`config.mk`:
```
export PLATFORM = sky130hd
export DESIGN_NAME = cpu_io_harness
export DESIGN_NICKNAME = d
export VERILOG_FILES = /design/src/rtl/harness_pkg.sv /design/src/rtl/cpu_io_harness_fifo.sv /design/src/rtl/cpu_io_harness.sv
export SDC_FILE = /design/constraint.sdc
export NUM_CORES = 2
export LEC_CHECK = 0
export BUFFER_PORTS_ARGS = -buffer_cell sky130_fd_sc_hd__buf_2
export CAP_MARGIN = 20
export CORE_ASPECT_RATIO = 1.25
export CORE_MARGIN = 5
export CORE_UTILIZATION = 40
export DETAILED_ROUTE_END_ITERATION = 6
export PLACE_DENSITY = 0.54
export SYNTH_ARGS = -nofsm -noshare
export SYNTH_HDL_FRONTEND = slang
export SYNTH_SLANG_ARGS = --single-unit
```
`constraint.sdc`:
```
create_clock -name clk -period 15.9 [get_ports clk]
set_clock_uncertainty 0.05 [all_clocks]
set_input_delay 0.795 -clock clk [delete_from_list [all_inputs] [get_ports clk]]
set_output_delay 0.795 -clock clk [all_outputs]
set_load 0.005 [all_outputs]
```
`src/rtl/harness_pkg.sv`:
```
// Shared types and default parameters for the CPU I/O harness.
package harness_pkg;

   localparam int unsigned DATA_W_DEF    = 64;
   localparam int unsigned OUT_DEPTH_DEF = 16;
   localparam int unsigned IN_DEPTH_DEF  = 8;
   localparam int unsigned CYC_W_DEF     = 32;
   localparam int unsigned TIMEOUT_DEF   = 100000;

   typedef logic [2:0] harness_state_t;

   localparam harness_state_t ST_IDLE    = 3'd0;
   localparam harness_state_t ST_RUN     = 3'd1;
   localparam harness_state_t ST_DRAIN   = 3'd2;
   localparam harness_state_t ST_DONE    = 3'd3;
   localparam harness_state_t ST_TIMEOUT = 3'd4;

   // Trace entry layout at default widths; the harness packs {data, cycle} in this order.
   typedef struct packed {
      logic [DATA_W_DEF-1:0] data;
      logic [CYC_W_DEF-1:0]  cycle;
   } trace_entry_t;

endpackage

```
`src/rtl/cpu_io_harness_fifo.sv`:
```
// Synchronous FIFO with wrap-bit pointers; push on full is accepted only alongside a pop.
module sync_fifo #(
   parameter int unsigned WIDTH = 8,
   parameter int unsigned DEPTH = 4
) (
   input  logic                     clk,
   input  logic                     reset,
   input  logic                     flush,
   input  logic                     push,
   input  logic                     pop,
   input  logic [WIDTH-1:0]         wdata,
   output logic [WIDTH-1:0]         rdata,
   output logic [$clog2(DEPTH):0]   count
);

   localparam int unsigned AW = $clog2(DEPTH);

   logic [AW:0]      wr_ptr_q, wr_ptr_d;
   logic [AW:0]      rd_ptr_q, rd_ptr_d;
   logic [WIDTH-1:0] mem_q [DEPTH];
   logic             full, empty, push_ok, pop_ok;

   assign empty = (wr_ptr_q == rd_ptr_q);
   assign full  = (wr_ptr_q[AW] != rd_ptr_q[AW]) && (wr_ptr_q[AW-1:0] == rd_ptr_q[AW-1:0]);
   assign count = wr_ptr_q - rd_ptr_q;
   assign rdata = mem_q[rd_ptr_q[AW-1:0]];

   always_comb begin
      pop_ok   = pop && !empty;
      push_ok  = push && (!full || pop_ok);
      wr_ptr_d = wr_ptr_q;
      rd_ptr_d = rd_ptr_q;
      if (flush) begin
         wr_ptr_d = '0;
         rd_ptr_d = '0;
      end else begin
         if (push_ok) wr_ptr_d = wr_ptr_q + (AW+1)'(1);
         if (pop_ok)  rd_ptr_d = rd_ptr_q + (AW+1)'(1);
      end
   end

   always_ff @(posedge clk or posedge reset) begin
      if (reset) begin
         wr_ptr_q <= '0;
         rd_ptr_q <= '0;
      end else begin
         wr_ptr_q <= wr_ptr_d;
         rd_ptr_q <= rd_ptr_d;
      end
   end

   always_ff @(posedge clk) begin
      if (push_ok && !flush) mem_q[wr_ptr_q[AW-1:0]] <= wdata;
   end

endmodule

```
`src/rtl/cpu_io_harness.sv`:
```
// Run-control harness around the CPU I/O ports: output trace capture, input feeding, watchdog.
module cpu_io_harness
   import harness_pkg::*;
#(
   parameter int unsigned DATA_W    = DATA_W_DEF,
   parameter int unsigned OUT_DEPTH = OUT_DEPTH_DEF,
   parameter int unsigned IN_DEPTH  = IN_DEPTH_DEF,
   parameter int unsigned CYC_W     = CYC_W_DEF,
   parameter int unsigned TIMEOUT   = TIMEOUT_DEF
) (
   input  logic              clk,
   input  logic              reset,
   input  logic              start,
   input  logic              cpu_halt,
   input  logic              cpu_out_signal,
   input  logic [DATA_W-1:0] cpu_out_data,
   input  logic              cpu_in_req,
   output logic              cpu_in_signal,
   output logic [DATA_W-1:0] cpu_in_data,
   input  logic              host_in_valid,
   input  logic [DATA_W-1:0] host_in_data,
   output logic              host_in_ready,
   output logic              trace_valid,
   output logic [DATA_W-1:0] trace_data,
   output logic [CYC_W-1:0]  trace_cycle,
   input  logic              trace_ready,
   output logic              running,
   output logic              done,
   output logic              timed_out,
   output logic              overflow,
   output logic              underflow,
   output logic [CYC_W-1:0]  cycle_count
);

   localparam int unsigned TR_W  = DATA_W + CYC_W;
   localparam int unsigned TR_CW = $clog2(OUT_DEPTH) + 1;
   localparam int unsigned IN_CW = $clog2(IN_DEPTH) + 1;
   localparam logic [CYC_W-1:0] WD_LAST = CYC_W'(TIMEOUT - 1);

   harness_state_t    state_q, state_d;
   logic [CYC_W-1:0]  cycle_count_q, cycle_count_d;
   logic              overflow_q, overflow_d;
   logic              underflow_q, underflow_d;
   logic              cpu_in_signal_q, cpu_in_signal_d;
   logic [DATA_W-1:0] cpu_in_data_q, cpu_in_data_d;

   logic [TR_CW-1:0]  tr_count;
   logic [IN_CW-1:0]  in_count;
   logic [TR_W-1:0]   tr_rdata;
   logic [DATA_W-1:0] in_rdata;
   logic              tr_empty, tr_full, in_empty, in_full;
   logic              in_run, tr_push, tr_pop, in_pop, tr_flush;

   assign in_run   = (state_q == ST_RUN);
   assign tr_empty = (tr_count == '0);
   assign tr_full  = (tr_count == TR_CW'(OUT_DEPTH));
   assign in_empty = (in_count == '0);
   assign in_full  = (in_count == IN_CW'(IN_DEPTH));
   assign tr_push  = in_run && cpu_out_signal;
   assign tr_pop   = !tr_empty && trace_ready;
   assign in_pop   = in_run && cpu_in_req && !in_empty;

   sync_fifo #(.WIDTH(TR_W), .DEPTH(OUT_DEPTH)) u_trace_fifo (
      .clk   (clk),
      .reset (reset),
      .flush (tr_flush),
      .push  (tr_push),
      .pop   (tr_pop),
      .wdata ({cpu_out_data, cycle_count_q}),
      .rdata (tr_rdata),
      .count (tr_count)
   );

   // Host pushes straight in; on a full queue only a same-cycle CPU pop makes room.
   sync_fifo #(.WIDTH(DATA_W), .DEPTH(IN_DEPTH)) u_in_fifo (
      .clk   (clk),
      .reset (reset),
      .flush (1'b0),
      .push  (host_in_valid),
      .pop   (in_pop),
      .wdata (host_in_data),
      .rdata (in_rdata),
      .count (in_count)
   );

   always_comb begin
      state_d         = state_q;
      cycle_count_d   = cycle_count_q;
      overflow_d      = overflow_q;
      underflow_d     = underflow_q;
      cpu_in_signal_d = in_pop;
      cpu_in_data_d   = in_pop ? in_rdata : cpu_in_data_q;
      tr_flush        = 1'b0;

      if (in_run) begin
         if (cycle_count_q != '1) cycle_count_d = cycle_count_q + CYC_W'(1);
         if (tr_push && tr_full && !tr_pop) overflow_d = 1'b1;
         if (cpu_in_req && in_empty) underflow_d = 1'b1;
      end

      case (state_q)
         ST_IDLE, ST_DONE, ST_TIMEOUT: begin
            if (start) begin
               state_d       = ST_RUN;
               cycle_count_d = '0;
               overflow_d    = 1'b0;
               underflow_d   = 1'b0;
               tr_flush      = 1'b1;
            end
         end
         // Halt has priority over the watchdog in the same cycle.
         ST_RUN: begin
            if (cpu_halt) begin
               state_d = ST_DRAIN;
            end else if ((TIMEOUT != 0) && (cycle_count_q == WD_LAST)) begin
               state_d = ST_TIMEOUT;
            end
         end
         ST_DRAIN: begin
            if (tr_empty || (tr_pop && (tr_count == TR_CW'(1)))) state_d = ST_DONE;
         end
         default: state_d = ST_IDLE;
      endcase
   end

   always_ff @(posedge clk or posedge reset) begin
      if (reset) begin
         state_q         <= ST_IDLE;
         cycle_count_q   <= '0;
         overflow_q      <= 1'b0;
         underflow_q     <= 1'b0;
         cpu_in_signal_q <= 1'b0;
         cpu_in_data_q   <= '0;
      end else begin
         state_q         <= state_d;
         cycle_count_q   <= cycle_count_d;
         overflow_q      <= overflow_d;
         underflow_q     <= underflow_d;
         cpu_in_signal_q <= cpu_in_signal_d;
         cpu_in_data_q   <= cpu_in_data_d;
      end
   end

   assign cpu_in_signal = cpu_in_signal_q;
   assign cpu_in_data   = cpu_in_data_q;
   assign host_in_ready = !in_full;
   assign trace_valid   = !tr_empty;
   assign trace_data    = tr_empty ? '0 : tr_rdata[TR_W-1 -: DATA_W];
   assign trace_cycle   = tr_empty ? '0 : tr_rdata[CYC_W-1:0];
   assign running       = (state_q == ST_RUN) || (state_q == ST_DRAIN);
   assign done          = (state_q == ST_DONE);
   assign timed_out     = (state_q == ST_TIMEOUT);
   assign overflow      = overflow_q;
   assign underflow     = underflow_q;
   assign cycle_count   = cycle_count_q;

endmodule

```
==> impl_results.md <==
* Vias per cell at about 5.5
* Unique masters post-synth at 60
* Cts repair resizes at 0
* Num Clock Sinks at approximately 2200
* Die X at between 400 and 500 µm
* Area grow syn2layout at 14.6%
* Starting DRT DRC Count at 2803
* Row count at approximately 190
* GPL Wtd Cong at 0.735
* Syn avg cell area at about 23 µm²
* Share of layout cells above drive strength 1 at 0.326
* Final WL at a little over 200000 µm
* Net Sw Frac at 0.284
* Clk Latency, worst-skew pair at 850 ps
* Worst slew margin at 0.224
* Die area at 217000 µm²
* Status: completed
* CTS tree: built
* Peak supply drop at around 0.14 mV
* CP Launch Point: u_trace_fifo.rd_ptr_q[1]$_DFFE_PP0P_
* Layout Utilization at 0.460
* Total number of yosys warnings at 0
* Worst Setup Start Kind: register
* Worst Setup End Kind: primary output
* Fin cells at roughly 7000
* Combinational Power Share at 0.244
* CP Max Fanout at between 60 and 70
* Number of buffers created by CTS at 214
* Fmax at between 150 and 200 MHz
* Leakage at slightly above 30 nW
* Finish-stage setup viols at 0
* Int Pwr at around 11 mW
* DP Area at 88300 µm²
* Post-synth ARST share at 0.0554
* Fin. Hold Viols at 0
* RSZ-0062 raised after global routing: false
* Post-CTS Setup Bufs at 0
* Worst EP required at roughly 15000 ps
* Worst slew pin tran at between 1000 and 1500 ps
* I/O pins at about 340
* Dpl cells at about 6600
* Cell area after synthesis at between 80000 and 90000 µm²
* Hold buffer count at CTS at 0
* Overall Global Routing Usage at 0.185
* Largest net degree at the start of global routing at about 150
* Sequential fraction of the synthesis area at 0.775
* Synthesized Nets at around 3800
* DRT Pass-1 Iters at 5
* Htree depth at 4
* Hold Crit Class: primary input to asynchronous set/reset pin
* Post-route ant nets at 0
* Max-cap violations at 0
* Clock-pin slew on the worst setup and hold paths at roughly 60 ps
* Die H at roughly 520 µm
* Clk pwr share at 0.317
* Power per cell area at 166 nW/µm²
* Vias at around 39000
* Worst EP arrival at between 5000 and 6000 ps
* WS Path Type: register to primary output
* Fin crit share at 0.386
* Detail Placement HPWL at between 100000 and 150000 µm
* Commonest cells after routing, fill and taps aside: 2048 x edfxtp_1, 608 x mux4_2, 335 x buf_2
* Worst R2R Start: u_trace_fifo.rd_ptr_q[1]$_DFFE_PP0P_
* Commonest non-fill, non-tap cell in the layout: edfxtp_1
* Top_reg_cell synth: edfxtp_1
* First-pass GRT wire length at around 300000 µm
* Initial Util at 0.402
* Fin nets at approximately 4300
* Synth Instances at roughly 3700
* WL/cell at 28.8 µm
* Yosys reg bits at 2168
* Flop pwr share at 0.439
* Root Buffer: clkbuf_16
* Net switching power at ~4.5 mW
* Congestion Overflow GR at 0
* Antenna violations before repair at between 50 and 60
* CORE AREA at approximately 210000 µm²
* Design Area, Final at around 95000 µm²
* DR DRC count at 0
* Pins Over Slew Limit at 0
* Min cycle time layout at between 6000 and 7000 ps
* EDFF count, synth at 2048
* Max Root-Sink Buffers at 3
* Vias in the first global route at between 40000 and 50000
* Fillcell total at ~17000
* Buffers on Ports at approximately 340
* Final setup TNS at 0 ps
[final timing paths]
path	cells after the start	slack, ps	end
max	6	9770	trace_cycle[19]
min	2	110	cpu_in_data[57]$_DFFE_PP0P_
max reg2reg	8	10640	u_trace_fifo.mem_q[14][39]$_DFFE_PP_
min reg2reg	1	450	underflow$_DFF_PP0_
max in group asynchronous	3	14160	u_trace_fifo.rd_ptr_q[0]$_DFFE_PP0P_
min in group clk	1	160	u_in_fifo.mem_q[7][57]$_DFFE_PP_
[state kept, by name (all words and copies together) (netlist names)]
name and flops:
underflow 1, cpu_in_signal 1, u_trace_fifo.wr_ptr_q 5, cpu_in_data 64, u_in_fifo.mem_q 512, u_trace_fifo.mem_q 1536, u_in_fifo.rd_ptr_q 4, u_in_fifo.wr_ptr_q 4
state_q 3, u_trace_fifo.rd_ptr_q 5, cycle_count 32, overflow 1
[worst max-delay path: stages (launching register included)]
cell and delay, ps:
dfrtp_4 1120, buf_4 950, buf_4 880, mux4_2 430, mux4_2 530, nor2b_1 160
buf_2 140
[per-layer routing]
metal / vias up / part of all wire / track usage
li1: 16400 / - / -
met1: 21000 / 0.40 / 0.239
met2: 1057 / 0.50 / 0.309
met3: 349 / 0.078 / 0.0570
met4: 52 / 0.022 / 0.0466
met5: - / 0.0018 / 0
[power groups by stage]
stage | Combinational, mW | Sequential (mW) | Clock [mW]
after floorplan | 2.64 | 7.00 | 0
after global placement | 3.97 | 7.07 | 0
after detailed placement | 3.99 | 7.08 | 0
after CTS | 4.00 | 6.96 | 5.16
after global routing | 4.21 | 7.00 | 5.39
final | 3.87 | 6.95 | 5.02
[stage by stage]
stage               total power, mW  setup slack, ps  hold WS (ps)
floorplan                      9.64             6680           437
global placement               11.0            10560           438
detailed placement             11.1            10540           454
CTS                            16.1             9630          53.6
global route                   16.6             9560          91.8
finish                         15.8             9770           110
[kinds of logic (layout without fill, tap and decap cells)]
family                     count (synthesis)  count (layout)  synth area share
other                                      0              21                 0
and+or+nand+nor                          417             417            0.0252
xor gates and xnor gates                  35              35           0.00377
buffers and inverters                    222             846            0.0128
AOI/OAI and AO/OA                        188             188            0.0156
adders and majority gates                 16              16           0.00249
muxes                                    615             615             0.165
DFF                                     2168            2168             0.775
[cell type report]
cell class / instances / area, µm² / share of cell area
clock inverter: 124 / 1200 / 0.0125
clock buffer: 277 / 5830 / 0.0611
antenna: 21 / 52.6 / 0.000551
timing repair buffer: 426 / 2460 / 0.0258
tap: 2740 / 3430 / 0.0359
inverter: 19 / 83.8 / 0.000878
multi-input combinational: 1271 / 17900 / 0.187
sequential: 2168 / 64500 / 0.676
[synthesized netlist by cell type, drive strengths merged (4+ instances only)]
master   instances  share of area
clkbuf         100         0.0045
o21a             5        0.00045
o211ai           5        0.00045
nor2            54         0.0025
mux4           608           0.16
and2             5        0.00038
inv             19        0.00086
and4             6        0.00063
nor2b           99         0.0074
o2111ai          4        0.00042
o31ai            5        0.00045
nand4           13         0.0011
buf            103         0.0074
ha              15         0.0023
or3              9        0.00068
nand2b           4        0.00030
a41oi           65         0.0068
a21oi           76         0.0047
nor3            15        0.00090
mux2             4        0.00054
a21o             4        0.00036
xor2            15         0.0016
and3             5        0.00038
o21ai           16        0.00096
dfrtp          120          0.036
edfxtp        2048           0.74
nor4             7        0.00060
xnor2           20         0.0022
nand2          165         0.0074
nand3           20         0.0013
Power figures use the tool's default switching activity.
